[config.mk]
export PLATFORM = sky130hd
export DESIGN_NAME = if_id_stage
export DESIGN_NICKNAME = d
export VERILOG_FILES = /design/src/rtl/if_id_stage_pkg.sv /design/src/rtl/if_id_stage_hazard_detect.sv /design/src/rtl/if_id_stage.sv
export SDC_FILE = /design/constraint.sdc
export NUM_CORES = 1
export LEC_CHECK = 0
export ABC_CLOCK_PERIOD_IN_PS = 6600
export BUFFER_PORTS_ARGS = -buffer_cell sky130_fd_sc_hd__buf_2
export CAP_MARGIN = 20
export CORE_UTILIZATION = 48
export CTS_CLUSTER_SIZE = 40
export DETAILED_ROUTE_END_ITERATION = 10
export PLACE_DENSITY = 0.85
export SYNTH_ARGS = -nofsm -noshare
export SYNTH_HDL_FRONTEND = slang
export SYNTH_HIERARCHICAL = 1
export SYNTH_SLANG_ARGS = --single-unit
[constraint.sdc]
create_clock -name clock -period 6.6 [get_ports clock]
set_clock_uncertainty 0.1 [all_clocks]
set_input_delay 0.66 -clock clock [delete_from_list [all_inputs] [get_ports clock]]
set_output_delay 0.66 -clock clock [all_outputs]
set_load 0.03 [all_outputs]
[src/rtl/if_id_stage_pkg.sv]
// Shared constants and types for the IF/ID front end of the 5-stage MIPS pipeline.
//   - Default reset PC and NOP word (sll $0,$0,0).
//   - Instruction field bounds for rs / rt.
//   - PC increment constant and a PC word-alignment helper.
//   - Per-edge action enum that orders the IF/ID update priority.
package if_id_stage_pkg;

  localparam logic [31:0] RESET_PC_DEFAULT = 32'h0000_0000;
  localparam logic [31:0] NOP_WORD_DEFAULT = 32'h0000_0000;

  localparam int unsigned REG_W  = 5;
  localparam int unsigned RS_MSB = 25;
  localparam int unsigned RS_LSB = 21;
  localparam int unsigned RT_MSB = 20;
  localparam int unsigned RT_LSB = 16;

  localparam logic [31:0] PC_INCR = 32'd4;

  // Update applied to PC and IF/ID on the next rising edge, highest priority first.
  typedef enum logic [2:0] {
    ACT_RESET,
    ACT_HOLD,
    ACT_BRANCH,
    ACT_JUMP,
    ACT_SEQ
  } pc_action_e;

  // Redirect targets are forced onto a word boundary.
  function automatic logic [31:0] alignPc(input logic [31:0] addr);
    return addr & ~32'h0000_0003;
  endfunction

endpackage

[src/rtl/if_id_stage_hazard_detect.sv]
// hazard_detect: purely combinational load-use hazard detector.
// Ports:
//   ValidID   in  1  IF/ID holds a real instruction
//   MemReadEX in  1  instruction in EX is a load
//   RtEX      in  5  load destination register
//   RsID      in  5  rs field of the instruction in ID
//   RtID      in  5  rt field of the instruction in ID
//   Hazard    out 1  ID must stall one cycle
// Detection is conservative: rt is compared even for formats that do not read it.
module hazard_detect
  import if_id_stage_pkg::*;
(
  input  logic             ValidID,
  input  logic             MemReadEX,
  input  logic [REG_W-1:0] RtEX,
  input  logic [REG_W-1:0] RsID,
  input  logic [REG_W-1:0] RtID,
  output logic             Hazard
);

  always_comb begin
    Hazard = 1'b0;
    if (ValidID && MemReadEX && (RtEX != '0)) begin
      Hazard = (RtEX == RsID) || (RtEX == RtID);
    end
  end

endmodule

[src/rtl/if_id_stage.sv]
// if_id_stage: PC register, PC+4 adder and IF/ID pipeline register, with
// load-use stall and ID-resolved branch/jump redirect.
// Ports:
//   clock, reset      rising-edge clock, synchronous active-high reset
//   InstructionIF     word fetched from instruction memory at PCIF
//   BranchTakenID / BranchTargetID   taken branch in ID and its target
//   JumpID / JumpTargetID            j/jal in ID and its target
//   MemReadEX / RtEX  load in EX and its destination register
//   PCIF              current PC (instruction memory address)
//   InstructionID, PC4ID, ValidID    IF/ID register contents
//   StallID, FlushIDEX               combinational load-use stall / ID/EX bubble
//   StallCount, SquashCount          performance counters
// Optional feature: define IF_ID_PERF_COUNT_EN to build the counters;
// otherwise both counter ports read 32'h0.
module if_id_stage
  import if_id_stage_pkg::*;
#(
  parameter logic [31:0] RESET_PC = RESET_PC_DEFAULT,
  parameter logic [31:0] NOP_WORD = NOP_WORD_DEFAULT
) (
  input  logic        clock,
  input  logic        reset,
  input  logic [31:0] InstructionIF,
  input  logic        BranchTakenID,
  input  logic [31:0] BranchTargetID,
  input  logic        JumpID,
  input  logic [31:0] JumpTargetID,
  input  logic        MemReadEX,
  input  logic [4:0]  RtEX,
  output logic [31:0] PCIF,
  output logic [31:0] InstructionID,
  output logic [31:0] PC4ID,
  output logic        ValidID,
  output logic        StallID,
  output logic        FlushIDEX,
  output logic [31:0] StallCount,
  output logic [31:0] SquashCount
);

  logic       hazard;
  logic [31:0] pcPlus4;
  pc_action_e action;

  hazard_detect uHazardDetect (
    .ValidID   (ValidID),
    .MemReadEX (MemReadEX),
    .RtEX      (RtEX),
    .RsID      (InstructionID[RS_MSB:RS_LSB]),
    .RtID      (InstructionID[RT_MSB:RT_LSB]),
    .Hazard    (hazard)
  );

  assign StallID   = hazard;
  assign FlushIDEX = hazard;
  assign pcPlus4   = PCIF + PC_INCR;

  // A stall outranks a redirect: ID re-asserts the redirect once operands are ready.
  always_comb begin
    action = ACT_SEQ;
    if (reset) begin
      action = ACT_RESET;
    end else if (hazard) begin
      action = ACT_HOLD;
    end else if (BranchTakenID) begin
      action = ACT_BRANCH;
    end else if (JumpID) begin
      action = ACT_JUMP;
    end
  end

  always_ff @(posedge clock) begin
    case (action)
      ACT_RESET: begin
        PCIF          <= RESET_PC;
        InstructionID <= NOP_WORD;
        PC4ID         <= '0;
        ValidID       <= 1'b0;
      end
      ACT_HOLD: begin
      end
      ACT_BRANCH: begin
        PCIF          <= alignPc(BranchTargetID);
        InstructionID <= NOP_WORD;
        PC4ID         <= '0;
        ValidID       <= 1'b0;
      end
      ACT_JUMP: begin
        PCIF          <= alignPc(JumpTargetID);
        InstructionID <= NOP_WORD;
        PC4ID         <= '0;
        ValidID       <= 1'b0;
      end
      default: begin
        PCIF          <= pcPlus4;
        InstructionID <= InstructionIF;
        PC4ID         <= pcPlus4;
        ValidID       <= 1'b1;
      end
    endcase
  end

`ifdef IF_ID_PERF_COUNT_EN
  logic [31:0] stallCountQ;
  logic [31:0] squashCountQ;

  always_ff @(posedge clock) begin
    if (reset) begin
      stallCountQ  <= '0;
      squashCountQ <= '0;
    end else begin
      if (action == ACT_HOLD) begin
        stallCountQ <= stallCountQ + 32'd1;
      end
      if ((action == ACT_BRANCH) || (action == ACT_JUMP)) begin
        squashCountQ <= squashCountQ + 32'd1;
      end
    end
  end

  assign StallCount  = stallCountQ;
  assign SquashCount = squashCountQ;
`else
  assign StallCount  = '0;
  assign SquashCount = '0;
`endif

endmodule

======== Word-level counts from Yosys, hierarchy flattened ========
Cells that the tools add are included.
W data, S select, Z words.
operators by class
  add/subtract/negate cells ............... 1
  equality and inequality tests ........... 5
  muxes and demuxes ....................... 9
  reductions and logical operators ........ 6
operators with widths
  cell                     count
  $pmux W32 S2             2
  $pmux W32 S4             1
  $add A32 B3 Y32 const B  1
  $mux W3                  4
  $eq A5 B5 Y1             2
  $eq A3 B2 Y1 const B     2
  $reduce_bool A5 Y1       1
  $eq A3 B1 Y1 const B     1
  $logic_not A3 Y1         1
  $reduce_or A3 Y1         1
  $logic_and A1 B1 Y1      2
  $pmux W1 S2              1
  $logic_or A1 B1 Y1       1
  $mux W1                  1
storage, ports and cells
  register bits after elaboration ......... 97
  output and inout port bits .............. 163
  logic and storage cells ................. 25

======== Depth between registers and ports, before layout ========
Gate-level depths: netlist of run 1.
  depth after elaboration ................. 8
  gate-level depth with buffers ........... 11
  gate-level depth less buffers ........... 9

======== Modules after synthesis ========
The synthesis of run 1 kept the hierarchy.
by module, submodules not included
  module         instances  cells an instance  area each (um^2)  seq. area each (um^2)
  if_id_stage    1          398                4,809.6           2,792.7
  hazard_detect  1          17                 132.6             0.0

======== Worst setup path after synthesis of run 1 ========
Ideal clock, no wire load.
  path type ............................... input -> register
  start ................................... in RtEX[2]
  end ..................................... reg InstructionID[0], enable pin
  library setup time ...................... 894 ps
  data arrival time ....................... 3,568 ps
  required time ........................... 5,606 ps
  path slack .............................. 2,038 ps
  stages on the path ...................... 5
  path buffers ............................ 0
  cells stage by stage .................... xor2_1 nor3_1 nand3_1 a21oi_1 nand2b_1
on the way
  cells in the longest elaborated chain, start to end .. 6
  elaborated cells on any way between the ends .. 9
  those cells by class .................... eq/ne (3); mux (3); reduce/logical (3)
RTL lines
  what                                                       line                                                              RTL
  from (decl)                                                if_id_stage.sv:29                                                 input logic [4:0] RtEX,
  $eq A5 B5 Y1 or $reduce_bool A5 Y1 (tied branches)         if_id_stage_hazard_detect.sv:24, if_id_stage_hazard_detect.sv:23
  $logic_or A1 B1 Y1 or $logic_and A1 B1 Y1 (tied branches)  if_id_stage_hazard_detect.sv:24, if_id_stage_hazard_detect.sv:23
  $mux W1 (*)                                                if_id_stage_hazard_detect.sv:23                                   if (ValidID && MemReadEX && (RtEX != '0)) begin
  net FlushIDEX                                              if_id_stage.sv:35                                                 output logic FlushIDEX,
  $mux W3 (*)                                                if_id_stage.sv:62                                                 end else if (hazard) begin
  $mux W3 (*)                                                if_id_stage.sv:60                                                 if (reset) begin
  $eq A3 B1 Y1 (*)                                           if_id_stage.sv:72                                                 case (action)
  to (signal assigned)                                       if_id_stage.sv:95                                                 InstructionID <= InstructionIF;
  to (decl)                                                  if_id_stage.sv:31                                                 output logic [31:0] InstructionID,
The timed path passes the listed nets; every way through them passes the cells marked *.
A chain may end at the register's enable or synchronous reset.

======== Worst setup path in the final report of run 1 ========
  start ................................... in RtEX[2]
  end ..................................... reg PCIF[31] (data pin)
on the way
  cells in the longest elaborated chain, start to end .. 7
  elaborated cells on any way between the ends .. 13
  those cells by class .................... eq/ne (5); mux (4); reduce/logical (4)
RTL lines
  what                                                       line                                                              RTL
  $eq A5 B5 Y1 or $reduce_bool A5 Y1 (tied branches)         if_id_stage_hazard_detect.sv:24, if_id_stage_hazard_detect.sv:23
  $logic_or A1 B1 Y1 or $logic_and A1 B1 Y1 (tied branches)  if_id_stage_hazard_detect.sv:24, if_id_stage_hazard_detect.sv:23
  $mux W1 (*)                                                if_id_stage_hazard_detect.sv:23
  $mux W3 (*)                                                if_id_stage.sv:62
  $mux W3 (*)                                                if_id_stage.sv:60
  $eq A3 B2 Y1, or another cell as far along                 if_id_stage.sv:72
  $pmux W32 S4 (*)                                           if_id_stage.sv:72
  to (signal assigned)                                       if_id_stage.sv:82                                                 PCIF <= alignPc(BranchTargetID);
  to (signal assigned)                                       if_id_stage.sv:88                                                 PCIF <= alignPc(JumpTargetID);
  to (signal assigned)                                       if_id_stage.sv:94                                                 PCIF <= pcPlus4;
  to (decl)                                                  if_id_stage.sv:30                                                 output logic [31:0] PCIF,
Every way passes the cells marked *; elsewhere a longest branch is shown, timed or not.

==> out/results.txt, run 1 <==
Worst-path fanout max - 38
Crit start category - input port
Buffers plus inverters on the worst setup path - 3
Vias per inst - 5.254
Tcrit/Tclk final - 56.86%
FMAX - 266.5 MHz
Post-Syn Area - 4942 um2
#FFs+latches synth - 93
Detailed-router iteration count before antenna repair - 5
CP required - 6.72 ns
Crit-path cells - buf_2, xor2_1, nor3_1, nand3_1, a21oi_1, o21ba_2, or2_2, inv_1, buf_4, o311ai_0, nand3_1
Hold bufs inserted after CTS - 0
Number of H-tree levels - 3
Int Power - 879.2 uW
Worst-margin pin slew - 1.026 ns
Fin util - 60.88%
Total track usage - 22.35%
Pwr dens - 213.8 nW/um2
Clock power frac - 28.9%
Crit path top cell by count - nand3_1
Cell family with most CP delay - compound AO/OA/AOI/OAI gates
Status - completed
Max VDD drop - 135.6 uV
Post-synth top flop - edfxtp_1
Worst skew pair latency - 0.37 ns
Design Power - 1.284 mW
Unrepaired setup endpoints after global routing - false
GPL Wtd Cong - 0.8032
CTS tree - built
Final Cell Area - 6006 um2
Comb power frac - 16.6%
Final nets - 713
Die height - 103.5 um
Max clock buf depth - 2
Initial DRC count - 196
Switch share - 31.53%
Ys Warns - 6
Worst Setup End Kind - flop
Post_cts resized - 0
P_sw - 404.8 uW
Async SR Flop Fraction - 0%
Worst stage delay on the critical path - 0.64 ns
I/O pin total - 269
Vias in the first global route - 3377
Final Hold Viols - 0
DP Cell Count - 728
Post-Syn Instances - 415
Residual DRC - 0
Synth area leader - edfxtp_1
Setup violations, final - 0
CTS Sinks - 93
CP Class - input port to flop
Via count - 3914
First-pass GRT wire length - 17510 um
Starting Density - 50.10%
Placed wire-length estimate - 9041 um
CP arrival - 3.88 ns
Syn-to-layout area delta - 21.52%
Count of non-filler cells in the finished layout - 745
FP Rows - 36
Post-synth EDFFs - 93
Post-CTS Setup Bufs - 0
CORE AREA - 9864 um2
Avg WL per Cell - 16.59 um
Final Max Tran Viols - 0
Setup tns final - 0 ns
Max Cap Viol - 0
Port Buffers - 196
Relative slew margins - 31.31%
Clk slew on worst S/H paths - 0.10 ns
Worst path slowest cell - a21oi_1
Layout cells sized above 1 - 37.48%
CTS Buf Count - 9
Static Leak - 2.917 nW
Synth area leaders - edfxtp_1, buf_4, and2_1, a22oi_1, nand3_1
Worst hold path class - input port to flop
Chip Width - 103.5 um
Register area share after synthesis - 56.51%
Synth Area per Inst - 11.91 um2
Tmin final - 3.753 ns
Seq pwr share - 54.5%
Die area - 10710 um2
Largest net degree at the start of global routing - 63
Initial antenna violation count - 2
Synth top area share - 56.51%
Yosys cell types - 38
WL final - 12360 um
Grt ovf - 0
Dpl cell area - 5814 um2
Root buf cell - clkbuf_8
Post-route ant nets - 0
[layout make-up]
| cell class | count | area (um2) |
|---|---|---|
| Clock inverter | 7 | 65.06 |
| Timing Repair Buffer | 200 | 1031 |
| Tap cell | 133 | 166.4 |
| Antenna cell | 1 | 2.502 |
| Clock buffer | 9 | 123.9 |
| Inverter | 6 | 22.52 |
| Sequential cell | 93 | 2793 |
| Multi-Input combinational cell | 296 | 1802 |
| Fill cell | 827 | 3859 |
[metal layers]
metal  up-vias  GRT usage (%)  part of all wire, %
li1       1820              -                    -
met1      1852          26.49                   40
met2       224          38.36                   49
met3        16          6.452                  9.2
met4         2          8.776                  1.7
met5         -              0                0.065
[placed cells by master, fill, tap and decap left out, drive strengths merged, types with 10 or more instances in the layout]
cell / count
or4: 19
buf: 200
edfxtp: 93
nand4: 14
nand3: 23
nor2: 10
conb: 68
inv: 10
and2: 35
a221o: 10
a22oi: 19
o211ai: 11
nand2: 23
[sequential cells by signal, indices dropped and copies added (netlist names)]
name and cells:
PCIF 30, InstructionID 32, PC4ID 30, ValidID 1
[power groups by stage]
stage / clock network (mW) / logic [mW] / registers (mW)
after detailed placement: 0 / 0.212 / 0.713
after CTS: 0.378 / 0.213 / 0.699
after floorplan: 0 / 0.125 / 0.756
after global placement: 0 / 0.208 / 0.711
final: 0.372 / 0.213 / 0.700
after global routing: 0.396 / 0.228 / 0.704
[cells by family after synthesis]
family / after synthesis / share of synthesized area (%)
flops: 93 / 56.51
buf+inv: 93 / 12.51
other cells: 1 / 0.07588
xor+xnor: 18 / 3.190
simple gates: 145 / 17.70
fa+ha+maj: 1 / 0.2531
compound gates: 64 / 9.772
[metrics by stage]
| stage | worst slack (ns) | hold slack (ns) |
|---|---|---|
| CTS | 2.898 | 0.4486 |
| global placement | 2.646 | 0.5584 |
| detailed placement | 2.504 | 0.5897 |
| floorplan | 2.038 | 0.7448 |
| finish | 2.847 | 0.4668 |
| global route | 2.592 | 0.4551 |
[cell usage after synthesis (5+ instances only)]
cell type,count
nand4_1,12
or3_1,6
edfxtp_1,93
nand2_1,23
and2_1,35
buf_4,69
o211ai_1,10
or4_4,5
nand3_1,23
nor2_1,10
o21ai_0,8
or4_1,14
inv_1,6
clkbuf_1,15
a221o_1,10
xor2_1,9
a21oi_1,7
xnor2_1,9
a22oi_1,19
[worst paths after layout]
check	from	end	slack (ns)	depth (start not counted)
worst min register to register	PCIF[25]$_DFFE_PP_	PC4ID[25]$_SDFFCE_PP0P_	0.62	2
worst max register to register	InstructionID[18]$_SDFFCE_PP0P_	PCIF[31]$_DFFE_PP_	2.86	10
worst max-delay path	RtEX[2]	PCIF[31]$_DFFE_PP_	2.85	11
worst min-delay path	InstructionIF[29]	InstructionID[29]$_SDFFCE_PP0P_	0.47	2
No activity file was read; power rests on OpenSTA's default activity.
==> run 2: changes to the inputs <==
ABC_CLOCK_PERIOD_IN_PS = 3500   (was 6600)
CORE_UTILIZATION = 45   (was 48)
PLACE_DENSITY = 0.81   (was 0.85)
clock period = 3.5 ns   (was 6.6 ns; I/O delays follow)
==> run 2 against run 1 <==
Wire length fell by 1.2%. Final cell count rose by 1.2%. Power rose by 89%. Sequential cell count did not move. Global-route usage fell by 1.0 points. Via count rose by 0.72%. Largest power group unchanged. Highest routed layer is now met4.
==> out/results.txt, run 2 (synthesized netlist as in run 1, its figures left out) <==
Largest register by flop count - InstructionID
Final Hold Viols - 0
CORE AREA - 10510 um2
CTS Sinks - 93
Initial antenna violation count - 2
Die height - 106.8 um
Post-route ant nets - 0
Cell family with most CP delay - simple AND/OR/NAND/NOR gates
CP arrival - 2.98 ns
Placed wire-length estimate - 9086 um
Setup slack after layout - 0.6689 ns
Crit-path cells - xor2_1, nor3_1, nand3_1, a21oi_1, o21ba_2, or2_2, buf_4, or4_1, nand3_1
Worst path slowest cell - or4_1
Crit path top cell by count - nand3_1
Design Power - 2.431 mW
Hold bufs inserted after CTS - 0
I/O pin total - 269
Avg WL per Cell - 16.19 um
Max VDD drop - 211.7 uV
Commonest non-fill, non-tap cell in the layout - buf_2
RR Startpoint - InstructionID[23]$_SDFFCE_PP0P_
Biggest regs - InstructionID (32), PC4ID (30), PCIF (30)
Starting Density - 47.03%
Layout cells sized above 1 - 38.09%
Tmin final - 2.831 ns
Final Max Tran Viols - 0
Worst hold path class - input port to flop
Chip Width - 106.8 um
HP Start - InstructionIF[31]
Vias in the first global route - 3763
Critical Path Start - InstructionID[23]$_SDFFCE_PP0P_
Setup violations, final - 0
FP Rows - 37
Pwr dens - 402.1 nW/um2
Setup tns final - 0 ns
Worst Setup End Kind - flop
Max Cap Viol - 0
Worst-path fanout max - 12
WL final - 12210 um
Worst skew pair latency - 0.38 ns
Count of non-filler cells in the finished layout - 754
Die area - 11410 um2
Number of H-tree levels - 3
Residual DRC - 0
Detailed-router iteration count before antenna repair - 5
Buffers plus inverters on the worst setup path - 1
Via count - 3942
Largest net degree at the start of global routing - 33
Worst stage delay on the critical path - 0.55 ns
Status - completed
Clk slew on worst S/H paths - 0.11 ns
CP Class - flop to flop
Tcrit/Tclk final - 80.89%
Max clock buf depth - 2
CTS tree - built
Most frequent cells in the layout - buf_2, edfxtp_1, conb_1, and2_1
Initial DRC count - 263
Post_cts resized - 0
Layout fillers - 910
CTS Buf Count - 9
Final hold slack - 0.1453 ns
CP required - 3.65 ns
Post-CTS Setup Bufs - 0
Syn-to-layout area delta - 22.33%
First-pass GRT wire length - 18640 um
DP Cell Count - 737
Grt ovf - 0
Unrepaired setup endpoints after global routing - false
FMAX - 353.2 MHz
GPL Wtd Cong - 0.8001
Vias per inst - 5.228
Root buf cell - clkbuf_8
Crit start category - flop
Port Buffers - 196
Setup Slack @ Placement - 0.6131 ns
Max reg flops - 32
Final nets - 719
Static Leak - 2.938 nW
Total track usage - 21.32%
-- run 2: path summary, 6_finish.rpt --
kind / end / slack, ns / cells after the start
min: InstructionID[31]$_SDFFCE_PP0P_ / 0.15 / 2
min reg2reg: PC4ID[25]$_SDFFCE_PP0P_ / 0.60 / 2
max reg2reg: PCIF[20]$_DFFE_PP_ / 0.67 / 9
max: PCIF[20]$_DFFE_PP_ / 0.67 / 9
-- run 2: worst register-to-register path: stages, from the launching register on --
cell and delay [ns]:
edfxtp_1 0.41, xor2_1 0.16, nor3_1 0.20, nand3_1 0.11, a21oi_1 0.24, o21ba_2 0.22
or2_2 0.38, buf_4 0.22, or4_1 0.55, nand3_1 0.12
-- run 2: routing by layer --
| layer | vias up | part of all wire [%] | GRT usage, % | wire length [um] |
|---|---|---|---|---|
| met1 | 1849 | 40 | 26.38 | 4914 |
| met2 | 230 | 49 | 36.08 | 5936 |
| met4 | 0 | 2.2 | 9.785 | 269 |
| met3 | 24 | 8.9 | 4.012 | 1088 |
| li1 | 1839 | - | - | - |
| met5 | - | 0 | 0 | 0 |
-- run 2: cell type report --
| class | instances | area (um2) | share of cell area (%) |
|---|---|---|---|
| timing repair buffer | 206 | 1069 | 17.67 |
| sequential | 93 | 2793 | 46.19 |
| tap | 136 | 170.2 | 2.815 |
| multi-input combinational | 296 | 1802 | 29.80 |
| inverter | 6 | 22.52 | 0.3725 |
| antenna | 1 | 2.502 | 0.04139 |
| clock inverter | 7 | 63.81 | 1.055 |
| clock buffer | 9 | 123.9 | 2.049 |
-- run 2: per-stage QoR --
step           utilization [%]  cell area (um2)
3_3_place_gp             55.72             5856
6_report                 57.53             6046
3_5_place_dp             55.72             5856
4_1_cts                  57.51             6043
2_1_floorplan                -             5201
5_1_grt                  57.53             6046
-- run 2: where the power goes --
part	switching, mW	total [mW]	internal [mW]
Clock	0.436	0.712	0.276
Combinational	0.284	0.400	0.116
Sequential	0.0519	1.32	1.27
==> run 3: changes to the inputs <==
ABC_CLOCK_PERIOD_IN_PS = 2900   (was 3500)
clock period = 2.9 ns   (was 3.5 ns; I/O delays follow)
==> run 3 against run 2 <==
Critical path depth unchanged. Critical endpoint is now PCIF[28]$_DFFE_PP_. Largest power group unchanged. Via count decreased by 0.10%. Sequential share of layout area decreased by 0.72 points. Register-to-register slack got worse by 0.57 ns.
==> out/results.txt, run 3 (synthesized netlist as in run 1, its figures left out) <==
Status - completed
Most frequent cells in the layout - buf_2, edfxtp_1, conb_1, and2_1
Commonest non-fill, non-tap cell in the layout - buf_2
Worst Setup End Kind - flop
Largest net degree at the start of global routing - 57
Hold path depth - 2
Hold bufs inserted after CTS - 0
Worst skew pair latency - 0.36 ns
Max clock buf depth - 2
GPL Wtd Cong - 0.7566
Final nets - 723
Biggest regs - InstructionID (32), PC4ID (30), PCIF (30)
FP Rows - 37
First-pass GRT wire length - 18560 um
Via count - 3938
Layout cells sized above 1 - 38.81%
DP Cell Count - 738
Final Hold Viols - 0
Crit start category - flop
Reg2Reg Capture Point - PCIF[28]$_DFFE_PP_
HP Start - InstructionIF[1]
Max VDD drop - 282.7 uV
Tmin final - 2.798 ns
Avg WL per Cell - 16.09 um
Detailed-router iteration count before antenna repair - 5
CP Class - flop to flop
Largest register by flop count - InstructionID
WL final - 12180 um
Dpl cell area - 5908 um2
Die height - 106.8 um
Total track usage - 21.47%
Post-route ant nets - 0
FMAX - 357.5 MHz
CTS tree - built
Die area - 11410 um2
Critical Path Start - InstructionID[21]$_SDFFCE_PP0P_
Worst-path fanout max - 11
I/O pin total - 269
N_diodes - 0
Port Buffers - 196
Hold endpoint - InstructionID[1]$_SDFFCE_PP0P_
CORE AREA - 10510 um2
Initial antenna violation count - 0
Residual DRC - 0
Number of H-tree levels - 3
Final Cell Area - 6141 um2
Grt ovf - 0
RR Startpoint - InstructionID[21]$_SDFFCE_PP0P_
CP required - 3.03 ns
Chip Width - 106.8 um
Final Max Tran Viols - 0
Count of non-filler cells in the finished layout - 757
Worst hold path class - input port to flop
Max Cap Viol - 0
Root buf cell - clkbuf_8
Syn-to-layout area delta - 24.25%
Placed wire-length estimate - 9177 um
Static Leak - 2.973 nW
Vias per inst - 5.202
Worst reg2reg setup slack - 0.10 ns
CTS Buf Count - 9
Starting Density - 47.03%
Pwr dens - 487.1 nW/um2
Setup violations, final - 0
Max reg flops - 32
Clk slew on worst S/H paths - 0.10 ns
CP arrival - 2.93 ns
Initial DRC count - 281
Vias in the first global route - 3664
Tcrit/Tclk final - 96.47%
CTS Sinks - 93
Reg2reg path depth - 9
==> run 3: cell count changes in the layout (fill, tap and decap cells not counted), sizes merged <==
| cell | delta |
|---|---|
| clkinv | +1 |
| clkinvlp | +1 |
| diode | -1 |
| buf | +4 |
| inv | -3 |
| bufinv | +1 |
==> run 3: final cells by class <==
cell class,instances,area [um2]
inverter,6,26.28
timing repair buffer,210,1124
tap,136,170.2
multi-input combinational,296,1822
fill,880,4368
clock inverter,7,82.58
sequential,93,2793
clock buffer,9,123.9
==> run 3: worst max-delay path by stage <==
stage / to / slack (ns) / depth (start not counted)
6_report: PCIF[28]$_DFFE_PP_ / 0.10 / 9
5_1_grt: PCIF[20]$_DFFE_PP_ / -0.009 / 9
4_1_cts: PCIF[28]$_DFFE_PP_ / 0.04 / 9
3_5_place_dp: PC4ID[30]$_SDFFCE_PP0P_ / 0.04 / 10
3_3_place_gp: PCIF[26]$_DFFE_PP_ / 0.09 / 10
2_1_floorplan: PCIF[21]$_DFFE_PP_ / 0.06 / 9
==> run 3: report_power, final <==
group / total (mW) / switching, mW / internal [mW] / leakage, nW
Clock: 0.907 / 0.495 / 0.412 / 0.0984
Sequential: 1.59 / 0.0617 / 1.53 / 1.12
Combinational: 0.493 / 0.347 / 0.146 / 1.75
Total: 2.99 / 0.903 / 2.09 / 2.97
==> run 3: per-layer routing <==
layer  vias up  share of wire, %  track usage, %
li1       1841                 -               -
met1      1833                39           25.19
met2       253                51           38.94
met3        11               9.0           4.863
met4         0              0.98           6.458
met5         -                 0               0
==> run 3: critical path, cell delays in order (launching register included) <==
cell and delay, ns:
edfxtp_1 0.43, xor2_1 0.18, nor3_1 0.17, nand3_1 0.16
a21oi_4 0.29, o21ba_4 0.20, or2_4 0.30, buf_4 0.20
or4_1 0.54, nand3_1 0.10
==> run 3: stage by stage <==
stage | util (%) | power, mW | TNS [ns] | hold slack (ns) | setup slack (ns)
2_1_floorplan | - | 2.008 | 0 | 0.3802 | 0.05824
3_3_place_gp | 56.22 | 2.102 | 0 | 0.4667 | 0.09308
3_5_place_dp | 56.22 | 2.112 | 0 | 0.4712 | 0.04172
4_1_cts | 58.19 | 3.009 | 0 | 0.08153 | 0.03696
5_1_grt | 58.44 | 3.112 | -0.01440 | 0.07629 | -0.009150
6_report | 58.44 | 2.992 | 0 | 0.09865 | 0.1025
==> run 3: timing repair <==
action                                  4_1_cts  5_1_grt
buffers inserted                              0        3
resized for setup                             0        1
endpoints found under the setup margin        0       26
